## config.mk

```make
export PLATFORM = sky130hd
export DESIGN_NAME = gemm_tile_sequencer
export DESIGN_NICKNAME = d
export VERILOG_FILES = /design/src/rtl/gemm_pkg.sv /design/src/rtl/tag_delay_line.sv /design/src/rtl/gemm_tile_sequencer.sv
export SDC_FILE = /design/constraint.sdc
export NUM_CORES = 1
export LEC_CHECK = 0
export ABC_AREA = 1
export BUFFER_PORTS_ARGS = -buffer_cell sky130_fd_sc_hd__buf_2
export CORE_MARGIN = 4
export CORE_UTILIZATION = 30
export CTS_BUF_LIST = sky130_fd_sc_hd__clkbuf_4
export CTS_CLUSTER_DIAMETER = 120
export CTS_CLUSTER_SIZE = 20
export DETAILED_ROUTE_END_ITERATION = 10
export HOLD_SLACK_MARGIN = 0.03
export PLACE_DENSITY_LB_ADDON = 0.15
export SYNTH_ARGS = -nofsm -noshare
export SYNTH_HDL_FRONTEND = slang
export SYNTH_SLANG_ARGS = --single-unit
export TNS_END_PERCENT = 10
```

## constraint.sdc

```tcl
create_clock -name clk -period 6.3 [get_ports clk]
set_input_delay 0.945 -clock clk [delete_from_list [all_inputs] [get_ports clk]]
set_output_delay 0.945 -clock clk [all_outputs]
set_load 0.02 [all_outputs]
```

## src/rtl/gemm_pkg.sv

```systemverilog
// Shared definitions for the tiled GEMM sequencer.
// Contents:
//   seq_state_t   - sequencer FSM states
//   ceil_div      - integer ceiling division
//   calc_k        - im2col row count (IC * KERNEL_SIZE^2)
//   calc_k_tiles  - number of K-tiles for a given SA dimension
//   calc_n_tiles  - number of N-tiles (output-channel tiles)
//   lane_mask     - valid-lane mask for a partially filled tile
package gemm_pkg;

  typedef enum logic [2:0] {
    ST_IDLE,
    ST_W_LOAD,
    ST_STREAM,
    ST_DRAIN,
    ST_OUT,
    ST_FIN
  } seq_state_t;

  // Widest SA the lane-mask helper can describe; callers truncate to PE_SIZE.
  localparam int MAX_LANES = 64;

  function automatic int ceil_div(input int num, input int den);
    return (num + den - 1) / den;
  endfunction

  function automatic int calc_k(input int ic, input int kernel_size);
    return ic * kernel_size * kernel_size;
  endfunction

  function automatic int calc_k_tiles(input int ic, input int kernel_size, input int pe_size);
    return ceil_div(calc_k(ic, kernel_size), pe_size);
  endfunction

  function automatic int calc_n_tiles(input int oc, input int pe_size);
    return ceil_div(oc, pe_size);
  endfunction

  // Bit i set iff lane i exists in the array and base+i is still inside the
  // real dimension; lanes past the end of a partial tile are masked off.
  function automatic logic [MAX_LANES-1:0] lane_mask(input int base, input int total,
                                                     input int lanes);
    logic [MAX_LANES-1:0] m;
    m = '0;
    for (int i = 0; i < MAX_LANES; i++) begin
      m[i] = (i < lanes) && (base + i < total);
    end
    return m;
  endfunction

endpackage

```

## src/rtl/tag_delay_line.sv

```systemverilog
// Fixed-depth shift line that carries per-row write tags alongside the
// systolic array so the accumulator write lines up with its psum.
// Ports:
//   clk      - clock
//   clr      - synchronous clear of every stage (drops in-flight tags)
//   push_tag - tag entering the line this cycle
//   pop_tag  - tag that entered DEPTH cycles ago
module tag_delay_line #(
  parameter int DEPTH = 1,
  parameter int WIDTH = 1
) (
  input  logic             clk,
  input  logic             clr,
  input  logic [WIDTH-1:0] push_tag,
  output logic [WIDTH-1:0] pop_tag
);

  if (DEPTH < 1) begin : g_depth_chk
    $error("tag_delay_line: DEPTH must be at least 1");
  end

  logic [WIDTH-1:0] stage_p [DEPTH];

  always_ff @(posedge clk) begin
    if (clr) begin
      for (int i = 0; i < DEPTH; i++) stage_p[i] <= '0;
    end else begin
      stage_p[0] <= push_tag;
      for (int i = 1; i < DEPTH; i++) stage_p[i] <= stage_p[i-1];
    end
  end

  assign pop_tag = stage_p[DEPTH-1];

endmodule

```

## src/rtl/gemm_tile_sequencer.sv

```systemverilog
// Controller for one tiled convolution-as-GEMM pass over the systolic array.
// Walks N-tiles (output channels) outer and K-tiles (im2col rows) inner; per
// K-tile it preloads weights, streams M_ROWS ifmap columns and waits for the
// array to drain, then after the last K-tile drains the accumulator.
// Ports:
//   clk, rst        - clock, synchronous active-high reset
//   start_i         - begin a pass (honoured only when idle)
//   stall_i         - freeze weight/ifmap issue
//   out_ready_i     - downstream accepts an accumulator read
//   busy_o, done_o  - pass in progress / one-cycle end-of-pass pulse
//   w_rden_o, w_addr_o, weight_load_o     - weight buffer read, SA preload
//   w_row_mask_o, w_col_mask_o            - valid K / OC lanes of this tile
//   if_rden_o, if_addr_o                  - ifmap buffer read
//   acc_wren_o, acc_wr_addr_o, acc_first_o - delay-aligned ACC write
//   acc_rden_o, acc_rd_addr_o             - ACC drain read
module gemm_tile_sequencer
  import gemm_pkg::*;
#(
  parameter int PE_SIZE        = 14,
  parameter int IC             = 32,
  parameter int OC             = 64,
  parameter int KERNEL_SIZE    = 3,
  parameter int M_ROWS         = 196,
  parameter int SA_LATENCY     = 2 * PE_SIZE,
  parameter int W_ADDR_WIDTH   = 16,
  parameter int IF_ADDR_WIDTH  = 16,
  parameter int ACC_ADDR_WIDTH = $clog2(M_ROWS)
) (
  input  logic                      clk,
  input  logic                      rst,
  input  logic                      start_i,
  input  logic                      stall_i,
  input  logic                      out_ready_i,
  output logic                      busy_o,
  output logic                      done_o,
  output logic                      w_rden_o,
  output logic [W_ADDR_WIDTH-1:0]   w_addr_o,
  output logic                      weight_load_o,
  output logic [PE_SIZE-1:0]        w_row_mask_o,
  output logic [PE_SIZE-1:0]        w_col_mask_o,
  output logic                      if_rden_o,
  output logic [IF_ADDR_WIDTH-1:0]  if_addr_o,
  output logic                      acc_wren_o,
  output logic [ACC_ADDR_WIDTH-1:0] acc_wr_addr_o,
  output logic                      acc_first_o,
  output logic                      acc_rden_o,
  output logic [ACC_ADDR_WIDTH-1:0] acc_rd_addr_o
);

  localparam int K       = calc_k(IC, KERNEL_SIZE);
  localparam int K_TILES = calc_k_tiles(IC, KERNEL_SIZE, PE_SIZE);
  localparam int N_TILES = calc_n_tiles(OC, PE_SIZE);
  localparam int TAG_W   = ACC_ADDR_WIDTH + 2;

  localparam longint W_ADDR_MAX  = longint'(N_TILES) * K_TILES * PE_SIZE - 1;
  localparam longint IF_ADDR_MAX = longint'(K_TILES) * M_ROWS - 1;

  if (W_ADDR_MAX >= (longint'(1) << W_ADDR_WIDTH)) begin : g_w_addr_chk
    $error("gemm_tile_sequencer: weight addresses exceed W_ADDR_WIDTH");
  end
  if (IF_ADDR_MAX >= (longint'(1) << IF_ADDR_WIDTH)) begin : g_if_addr_chk
    $error("gemm_tile_sequencer: ifmap addresses exceed IF_ADDR_WIDTH");
  end
  if (PE_SIZE > MAX_LANES) begin : g_lane_chk
    $error("gemm_tile_sequencer: PE_SIZE wider than lane_mask supports");
  end

  seq_state_t state, state_d;
  logic [31:0] beat, beat_d;
  logic [31:0] n_idx, n_d;
  logic [31:0] k_idx, k_d;
  logic        w_rden_p1;

  logic [ACC_ADDR_WIDTH-1:0] tag_addr;
  logic                      tag_first;
  logic [TAG_W-1:0]          push_tag, pop_tag;

  always_ff @(posedge clk) begin
    if (rst) begin
      state     <= ST_IDLE;
      beat      <= '0;
      n_idx     <= '0;
      k_idx     <= '0;
      w_rden_p1 <= 1'b0;
    end else begin
      state     <= state_d;
      beat      <= beat_d;
      n_idx     <= n_d;
      k_idx     <= k_d;
      w_rden_p1 <= w_rden_o;
    end
  end

  always_comb begin
    state_d       = state;
    beat_d        = beat;
    n_d           = n_idx;
    k_d           = k_idx;
    busy_o        = 1'b0;
    done_o        = 1'b0;
    w_rden_o      = 1'b0;
    w_addr_o      = '0;
    if_rden_o     = 1'b0;
    if_addr_o     = '0;
    acc_rden_o    = 1'b0;
    acc_rd_addr_o = '0;
    tag_addr      = '0;
    tag_first     = 1'b0;
    case (state)
      ST_IDLE: begin
        if (start_i) begin
          state_d = ST_W_LOAD;
          beat_d  = '0;
          n_d     = '0;
          k_d     = '0;
        end
      end
      ST_W_LOAD: begin
        busy_o = 1'b1;
        if (!stall_i) begin
          w_rden_o = 1'b1;
          w_addr_o = W_ADDR_WIDTH'((n_idx * K_TILES + k_idx) * PE_SIZE + beat);
          if (beat == PE_SIZE - 1) begin
            beat_d  = '0;
            state_d = ST_STREAM;
          end else begin
            beat_d = beat + 32'd1;
          end
        end
      end
      ST_STREAM: begin
        busy_o = 1'b1;
        if (!stall_i) begin
          if_rden_o = 1'b1;
          if_addr_o = IF_ADDR_WIDTH'(k_idx * M_ROWS + beat);
          tag_addr  = ACC_ADDR_WIDTH'(beat);
          tag_first = (k_idx == 0);
          if (beat == M_ROWS - 1) begin
            beat_d  = '0;
            state_d = ST_DRAIN;
          end else begin
            beat_d = beat + 32'd1;
          end
        end
      end
      ST_DRAIN: begin
        // Wait until the last streamed row has left the tag line so the next
        // weight preload cannot disturb psums still in the array.
        busy_o = 1'b1;
        if (beat == SA_LATENCY - 1) begin
          beat_d = '0;
          if (k_idx == K_TILES - 1) begin
            state_d = ST_OUT;
          end else begin
            k_d     = k_idx + 32'd1;
            state_d = ST_W_LOAD;
          end
        end else begin
          beat_d = beat + 32'd1;
        end
      end
      ST_OUT: begin
        busy_o        = 1'b1;
        acc_rden_o    = out_ready_i;
        acc_rd_addr_o = ACC_ADDR_WIDTH'(beat);
        if (out_ready_i) begin
          if (beat == M_ROWS - 1) begin
            beat_d = '0;
            k_d    = '0;
            if (n_idx == N_TILES - 1) begin
              state_d = ST_FIN;
            end else begin
              n_d     = n_idx + 32'd1;
              state_d = ST_W_LOAD;
            end
          end else begin
            beat_d = beat + 32'd1;
          end
        end
      end
      ST_FIN: begin
        done_o  = 1'b1;
        state_d = ST_IDLE;
      end
      default: state_d = ST_IDLE;
    endcase
  end

  assign weight_load_o = w_rden_p1;

  assign w_row_mask_o = busy_o ? PE_SIZE'(lane_mask(k_idx * PE_SIZE, K, PE_SIZE)) : '0;
  assign w_col_mask_o = busy_o ? PE_SIZE'(lane_mask(n_idx * PE_SIZE, OC, PE_SIZE)) : '0;

  // Stage p0..p(SA_LATENCY-1): tag {valid, row, first} rides with the psum
  assign push_tag = {if_rden_o, tag_addr, tag_first};

  tag_delay_line #(
    .DEPTH (SA_LATENCY),
    .WIDTH (TAG_W)
  ) u_tag_line (
    .clk      (clk),
    .clr      (rst),
    .push_tag (push_tag),
    .pop_tag  (pop_tag)
  );

  assign {acc_wren_o, acc_wr_addr_o, acc_first_o} = pop_tag;

endmodule

```

==> key figures, run 1 <==
Setup path
  – Max incr delay on CP: 0.52 ns
  – Category of the worst setup path capture point: primary output
  – Number of cells traversed by the worst register-to-register path: 11
  – Startpoint Class: register
  – Critical path class: reg -> out
  – CP Data Required Time: 5.35 ns
  – Largest driver fanout on the critical path: 4
  – Crit-path most repeated cell: inv_2
  – Internal reg-to-reg setup slack: 2.36 ns
  – Crit path arrival time: 6.23 ns
  – Slowest library cell on the worst path: fa_1

STA
  – Final slew viol count: 0
  – Crit path time final: 7.18 ns
  – Transition time at the pin with the least slew margin: 0.919 ns
  – Maximum clock frequency: 139 MHz
  – Final Cycle Share: 1.14
  – Worst Slack Setup Final: -0.880 ns
  – Fin. Hold Viols: 0
  – Final number of setup-violating endpoints: 23
  – Slew margin rel.: 0.388
  – RSZ-0062 raised after global routing: yes
  – Worst clock skew: 0.0463 ns

Global route
  – Overall global routing resource usage: 0.201
  – Maximum number of pins on one net before global-route repair: 187
  – Number of global-route vias before repair: 31200
  – Number of antenna violations at the first check in global routing: 4
  – Total gr overflow: 0
  – First-pass GRT wire length: 186000 um

Cells and area
  – # fillers: 12200
  – Final #Nets: 5849
  – Most frequent cells in the layout: nand2_1 (1285), inv_1 (854), nor2_1 (693), nand3_1 (394), dfxtp_1 (353)
  – Commonest non-fill, non-tap cell in the layout: nand2_1
  – Utilization after layout: 0.348
  – Area Growth Syn to Fin: 15.1%
  – Fraction of final layout cells sized beyond drive strength 1: 0.153
  – Total non-filler cell area in the finished layout: 38500 um2

Yosys
  – Post-synthesis sequential element count: 380
  – Synthesized netlist net count: 5625
  – Async set-reset flop share out of synthesis: 0
  – Netlist area before placement: 33500 um2
  – Proportion of synthesized chip area in sequential cells: 0.227
  – Yosys Warn Count: 0
  – Most used flip-flop cell after synthesis: dfxtp_1
  – Number of standard cells after synthesis: 5268
  – Post-synth EDFFs: 0
  – Avg Cell Area, Syn: 6.35 um2
  – Number of library cell types mapped by synthesis: 51

Detailed routing
  – Via count: 33300
  – DRC: 0
  – Antenna viol nets, final: 0
  – Detail-routed net length per standard cell: 17.2 um
  – Via density: 4.76
  – Drt total wl: 120000 um
  – TritonRoute pass-1 iters: 6
  – DRC violation total after the first TritonRoute iteration: 2358

Clock network
  – CTS root buf: clkbuf_4
  – Htree depth: 1
  – Total number of clock tree sinks: 380
  – Number of clock buffers inserted by TritonCTS: 24
  – Post-CTS clock slew at the launch and capture registers of the worst setup and hold paths: 0.23 ns
  – Clock latency at the later pin of the worst-skew pair: 0.89 ns
  – Cts-stage hold buffer count: 0
  – Max Buffers Root-to-Sink: 3
  – TritonCTS clock tree: built

Hold path
  – Min-Delay Path Class: in -> reg
  – Hold path depth: 2

Floorplanning
  – Initial cell density of the core: 0.302
  – Die Y-Extent: 342 um
  – I/O pins: 89
  – Area enclosed by the die boundary: 117000 um2
  – Placeable Area: 111000 um2
  – Number of placement rows: 122
  – DIE WIDTH: 342 um

Place
  – Placed wire-length estimate: 98900 um
  – GP Congestion: 1.02
  – Total placed instance area: 36800 um2
  – PortBufs: 88

Power and ir drop
  – Standby leakage power: 0.0182 uW
  – Maximum VDD drop: 0.117 mV
  – Pwr dens: 121 nW/um2

Outcome
  – Outcome: finished, violations left
  – Violated checks: setup timing

Job
  – Count of maximum capacitance violations: 0
==> what timing repair did <==
action | 4_1_cts | 5_1_grt
pin swaps | 90 | 67
gates resized for setup | 200 | 106
setup buffers | 19 | 4
gates cloned | 0 | 0
endpoints found under the setup margin | 38 | 39
==> synthesized netlist by cell type, types with 6 or more instances <==
cell type / instances / share of area
dfxtp_1: 380 / 0.23
inv_1: 875 / 0.098
and2_1: 6 / 0.0011
ha_1: 255 / 0.095
o21bai_1: 6 / 0.0013
o21ai_0: 144 / 0.022
nand3_1: 401 / 0.060
xor2_1: 106 / 0.028
a21oi_1: 198 / 0.030
o21a_1: 17 / 0.0038
buf_4: 32 / 0.0072
clkinv_1: 8 / 0.00090
clkbuf_1: 48 / 0.0054
o21ai_1: 17 / 0.0025
nand2_2: 109 / 0.020
nor2_1: 725 / 0.081
nand3_2: 19 / 0.0057
nor4_1: 29 / 0.0054
xnor2_1: 29 / 0.0076
nand2_4: 10 / 0.0034
fa_1: 97 / 0.058
a21o_1: 7 / 0.0016
inv_2: 33 / 0.0037
nor3_1: 64 / 0.0096
nor2_2: 69 / 0.013
nand3b_1: 15 / 0.0034
nand4_1: 164 / 0.031
nand2_1: 1313 / 0.15
a31oi_1: 6 / 0.0011
nor2_4: 39 / 0.013
==> metrics by stage <==
stage               TNS (ns)  cells  total power [uW]  worst slack, ns  hold WS, ns
detailed placement     -1.04   6931              3680           -0.381        0.392
CTS                   -12.37   6980              4760            -1.04        0.252
finish                 -8.47   6989              4660           -0.880        0.351
global placement       -1.17   6931              3690           -0.391        0.388
floorplan                  0   5268              3300          0.00351        0.388
global route          -19.15   6985              4930            -1.23        0.299
==> kinds of logic (layout without fill, tap and decap cells) <==
kind of cell,Yosys count,in the layout,synth area share
and+or+nand+nor,2981,2981,0.400
buffers and inverters,1008,1236,0.118
AOI/OAI and AO/OA,411,411,0.0653
DFF,380,380,0.227
adders and majority gates,352,352,0.153
xor gates and xnor gates,136,136,0.0358
other,0,5,0
==> sequential cells by signal (all words and copies together) (netlist names) <==
name and cells:
weight_load_o 1, k_idx 32, beat 32, u_tag_line.stage_p 280
n_idx 32, state 3
==> per-layer routing <==
metal | track usage | routed length [um] | vias up
li1 | - | - | 16900
met1 | 0.280 | 56600 | 15400
met2 | 0.332 | 54000 | 806
met3 | 0.0182 | 5790 | 164
met4 | 0.0575 | 3840 | 2
met5 | 0 | 13 | -
==> where the power goes <==
group	switching (uW)	internal, uW	leakage (uW)
registers	15.3	2420	0.00308
clock network	800	210	0.000146
logic	901	313	0.0150
total	1720	2950	0.0182
==> cell type report <==
| cell class | instances | area [um2] | share of cell area |
|---|---|---|---|
| clock inverter | 4 | 48.8 | 0.00127 |
| timing repair buffer | 289 | 2090 | 0.0543 |
| tap | 1488 | 1860 | 0.0483 |
| antenna | 5 | 12.5 | 0.000325 |
| clock buffer | 26 | 195 | 0.00507 |
| inverter | 917 | 3450 | 0.0896 |
| sequential | 380 | 7650 | 0.199 |
| multi-input combinational | 3880 | 23200 | 0.602 |
==> worst max-delay path, delay by kind of cell (launching register included) <==
family                     cells  cell delay (ns)
adders and majority gates      7             2.56
and+or+nand+nor                5             0.42
DFF                            1             0.42
buffers and inverters         11             1.01
AOI/OAI and AO/OA              4             0.52
xor gates and xnor gates       2             0.41
==> final timing paths <==
path / from / end
max: n_idx[3] / w_addr_o[14]
min: rst / k_idx[13]
max reg2reg: state[2] / k_idx[8]
min reg2reg: u_tag_line.stage_p[2][8] / u_tag_line.stage_p[2][18]
Power figures use the tool's default switching activity.
==> inputs of run 2 (changes only) <==
- SKIP_CTS_REPAIR_TIMING: default -> 1
==> key figures, run 2 (same netlist as run 1, synthesis figures left out) <==
Outcome
  – Outcome: finished, violations left (unchanged)
  – Violated checks: setup timing (unchanged)

Global route
  – Total gr overflow: 0 (unchanged)
  – Maximum number of pins on one net before global-route repair: 187 (unchanged)
  – First-pass GRT wire length: 183000 um (was 186000 um)
  – Number of global-route vias before repair: 30900 (was 31200)
  – Overall global routing resource usage: 0.200 (was 0.201)
  – Number of antenna violations at the first check in global routing: 4 (unchanged)

STA
  – Worst Hold Margin: 0.350 ns (was 0.351 ns)
  – Worst Slack Setup Final: -0.961 ns (was -0.880 ns)
  – Worst clock skew: 0.0476 ns (was 0.0463 ns)
  – RSZ-0062 raised after global routing: yes (unchanged)
  – Maximum clock frequency: 138 MHz (was 139 MHz)
  – Transition time at the pin with the least slew margin: 0.919 ns (about the same)
  – Final number of setup-violating endpoints: 27 (was 23)
  – Fin. Hold Viols: 0 (unchanged)
  – Final slew viol count: 0 (unchanged)
  – Crit path time final: 7.26 ns (was 7.18 ns)
  – Setup tns final: -11.45 ns (was -8.47 ns)
  – Slew margin rel.: 0.387 (was 0.388)
  – Final Cycle Share: 1.15 (was 1.14)

Detailed routing
  – DRC: 0 (unchanged)
  – Via count: 33000 (was 33300)
  – TritonRoute pass-1 iters: 6 (unchanged)
  – DRC violation total after the first TritonRoute iteration: 2368 (was 2358)
  – Antenna viol nets, final: 0 (unchanged)
  – Detail-routed net length per standard cell: 17.2 um (about the same)
  – Drt total wl: 120000 um (about the same)
  – Via density: 4.73 (was 4.76)

Power and ir drop
  – Final Power: 4650 uW (was 4660 uW)
  – Pwr dens: 122 nW/um2 (was 121 nW/um2)
  – Standby leakage power: 0.0181 uW (was 0.0182 uW)
  – Maximum VDD drop: 0.116 mV (was 0.117 mV)

Setup path
  – Launching point of the worst reg2reg path: state[2] (unchanged)
  – CP startpoint: n_idx[2] (was n_idx[3])
  – Category of the worst setup path capture point: primary output (unchanged)
  – Startpoint Class: register (unchanged)
  – Crit-path most repeated cell: a21oi_2 (was inv_2)
  – CP Data Required Time: 5.35 ns (about the same)
  – Largest driver fanout on the critical path: 4 (unchanged)
  – Critical path class: reg -> out (unchanged)
  – Slowest library cell on the worst path: fa_1 (unchanged)
  – Max incr delay on CP: 0.52 ns (about the same)
  – Crit path arrival time: 6.32 ns (was 6.23 ns)

Clock network
  – Total number of clock tree sinks: 380 (unchanged)
  – Max Buffers Root-to-Sink: 3 (unchanged)
  – Post-CTS clock slew at the launch and capture registers of the worst setup and hold paths: 0.23 ns (about the same)
  – Number of clock buffers inserted by TritonCTS: 24 (unchanged)
  – TritonCTS clock tree: built (unchanged)
  – Htree depth: 1 (unchanged)
  – CTS root buf: clkbuf_4 (unchanged)
  – Clock latency at the later pin of the worst-skew pair: 0.90 ns (was 0.89 ns)

Cells and area
  – Register ranked first by flip-flop count: u_tag_line.stage_p (unchanged)
  – Post-layout instance count excluding filler cells: 6977 (was 6989)
  – Fraction of final layout cells sized beyond drive strength 1: 0.141 (was 0.153)
  – Area Growth Syn to Fin: 13.8% (was 15.1%)
  – Max reg flops: 280 (unchanged)
  – Commonest non-fill, non-tap cell in the layout: nand2_1 (unchanged)
  – Most frequent cells in the layout: nand2_1 (1296), inv_1 (856), nor2_1 (705), nand3_1 (398), dfxtp_1 (360) (was nand2_1 (1285), inv_1 (854), nor2_1 (693), nand3_1 (394), dfxtp_1 (353))
  – Final #Nets: 5838 (was 5849)
  – # fillers: 12300 (was 12200)

Floorplanning
  – I/O pins: 89 (unchanged)
  – DIE WIDTH: 342 um (unchanged)
  – Number of placement rows: 122 (unchanged)
  – Area enclosed by the die boundary: 117000 um2 (unchanged)
  – Placeable Area: 111000 um2 (unchanged)
  – Initial cell density of the core: 0.302 (unchanged)
  – Die Y-Extent: 342 um (unchanged)

Hold path
  – Min-Delay Path Class: in -> reg (unchanged)
  – Origin of the worst min-delay path: rst (unchanged)

Place
  – Dpl cells: 6931 (unchanged)
  – PortBufs: 88 (unchanged)
  – Placed wire-length estimate: 98900 um (unchanged)
  – GP Congestion: 1.02 (unchanged)

Job
  – Count of maximum capacitance violations: 0 (unchanged)
==> run 2: changes by cell type in the layout (fill, tap and decap cells not counted), moves of 4 or more <==
cell     before   now
nand3_2      25    21
a21oi_2      29    20
nand2_4      27    19
nand3_1     394   398
buf_6        17     7
nor2_1      693   705
nand2_1    1285  1296
ha_4         41    37
nor2_4       65    54
dfxtp_1     353   360
a21oi_1     169   180
dfxtp_2      22    14
buf_4       192   185
==> run 2: cell type report <==
cell class                 count  area (um2)  share of cell area
multi-input combinational   3880       22900               0.601
sequential                   380        7650               0.201
inverter                     917        3440              0.0904
timing repair buffer         278        2000              0.0525
tap                         1488        1860              0.0489
clock buffer                  26         195             0.00512
clock inverter                 4        48.8             0.00128
antenna                        4        10.0            0.000263
==> run 2: worst max-delay path: cells and delay by family (launching register included) <==
kind | cells | cell delay (ns)
AO/OA/AOI/OAI | 8 | 1.10
XOR/XNOR | 2 | 0.31
adder cells (fa/ha/maj) | 7 | 2.37
buffers and inverters | 7 | 0.52
flip-flops | 1 | 0.42
AND/OR/NAND/NOR | 8 | 0.71
==> run 2: where the power goes <==
part	internal (uW)	switching (uW)	total [uW]
Combinational	309	893	1200
Sequential	2420	15.0	2440
Clock	210	803	1010
==> run 2: stage by stage <==
stage                     utilization  cell area (um2)  setup WS (ns)
final                           0.344            38100         -0.961
after global routing            0.344            38100          -1.37
after CTS                       0.334            37000          -1.48
after detailed placement        0.332            36800         -0.381
after global placement          0.332            36800         -0.391
after floorplan                     -            33600        0.00351
==> run 2: routing by layer <==
layer,up-vias,global-route usage,part of all wire
met2,877,0.324,0.44
met5,-,0,0.00024
li1,16900,-,-
met1,15000,0.273,0.47
met4,4,0.0682,0.038
met3,195,0.0268,0.054
==> run 2: worst paths after layout <==
check,end,slack [ns],cells past startpoint
hold reg to reg,u_tag_line.stage_p[2][18],0.38,2
setup / recovery,w_addr_o[14],-0.96,32
setup reg to reg,k_idx[8],2.33,11
hold / removal,k_idx[13],0.35,2
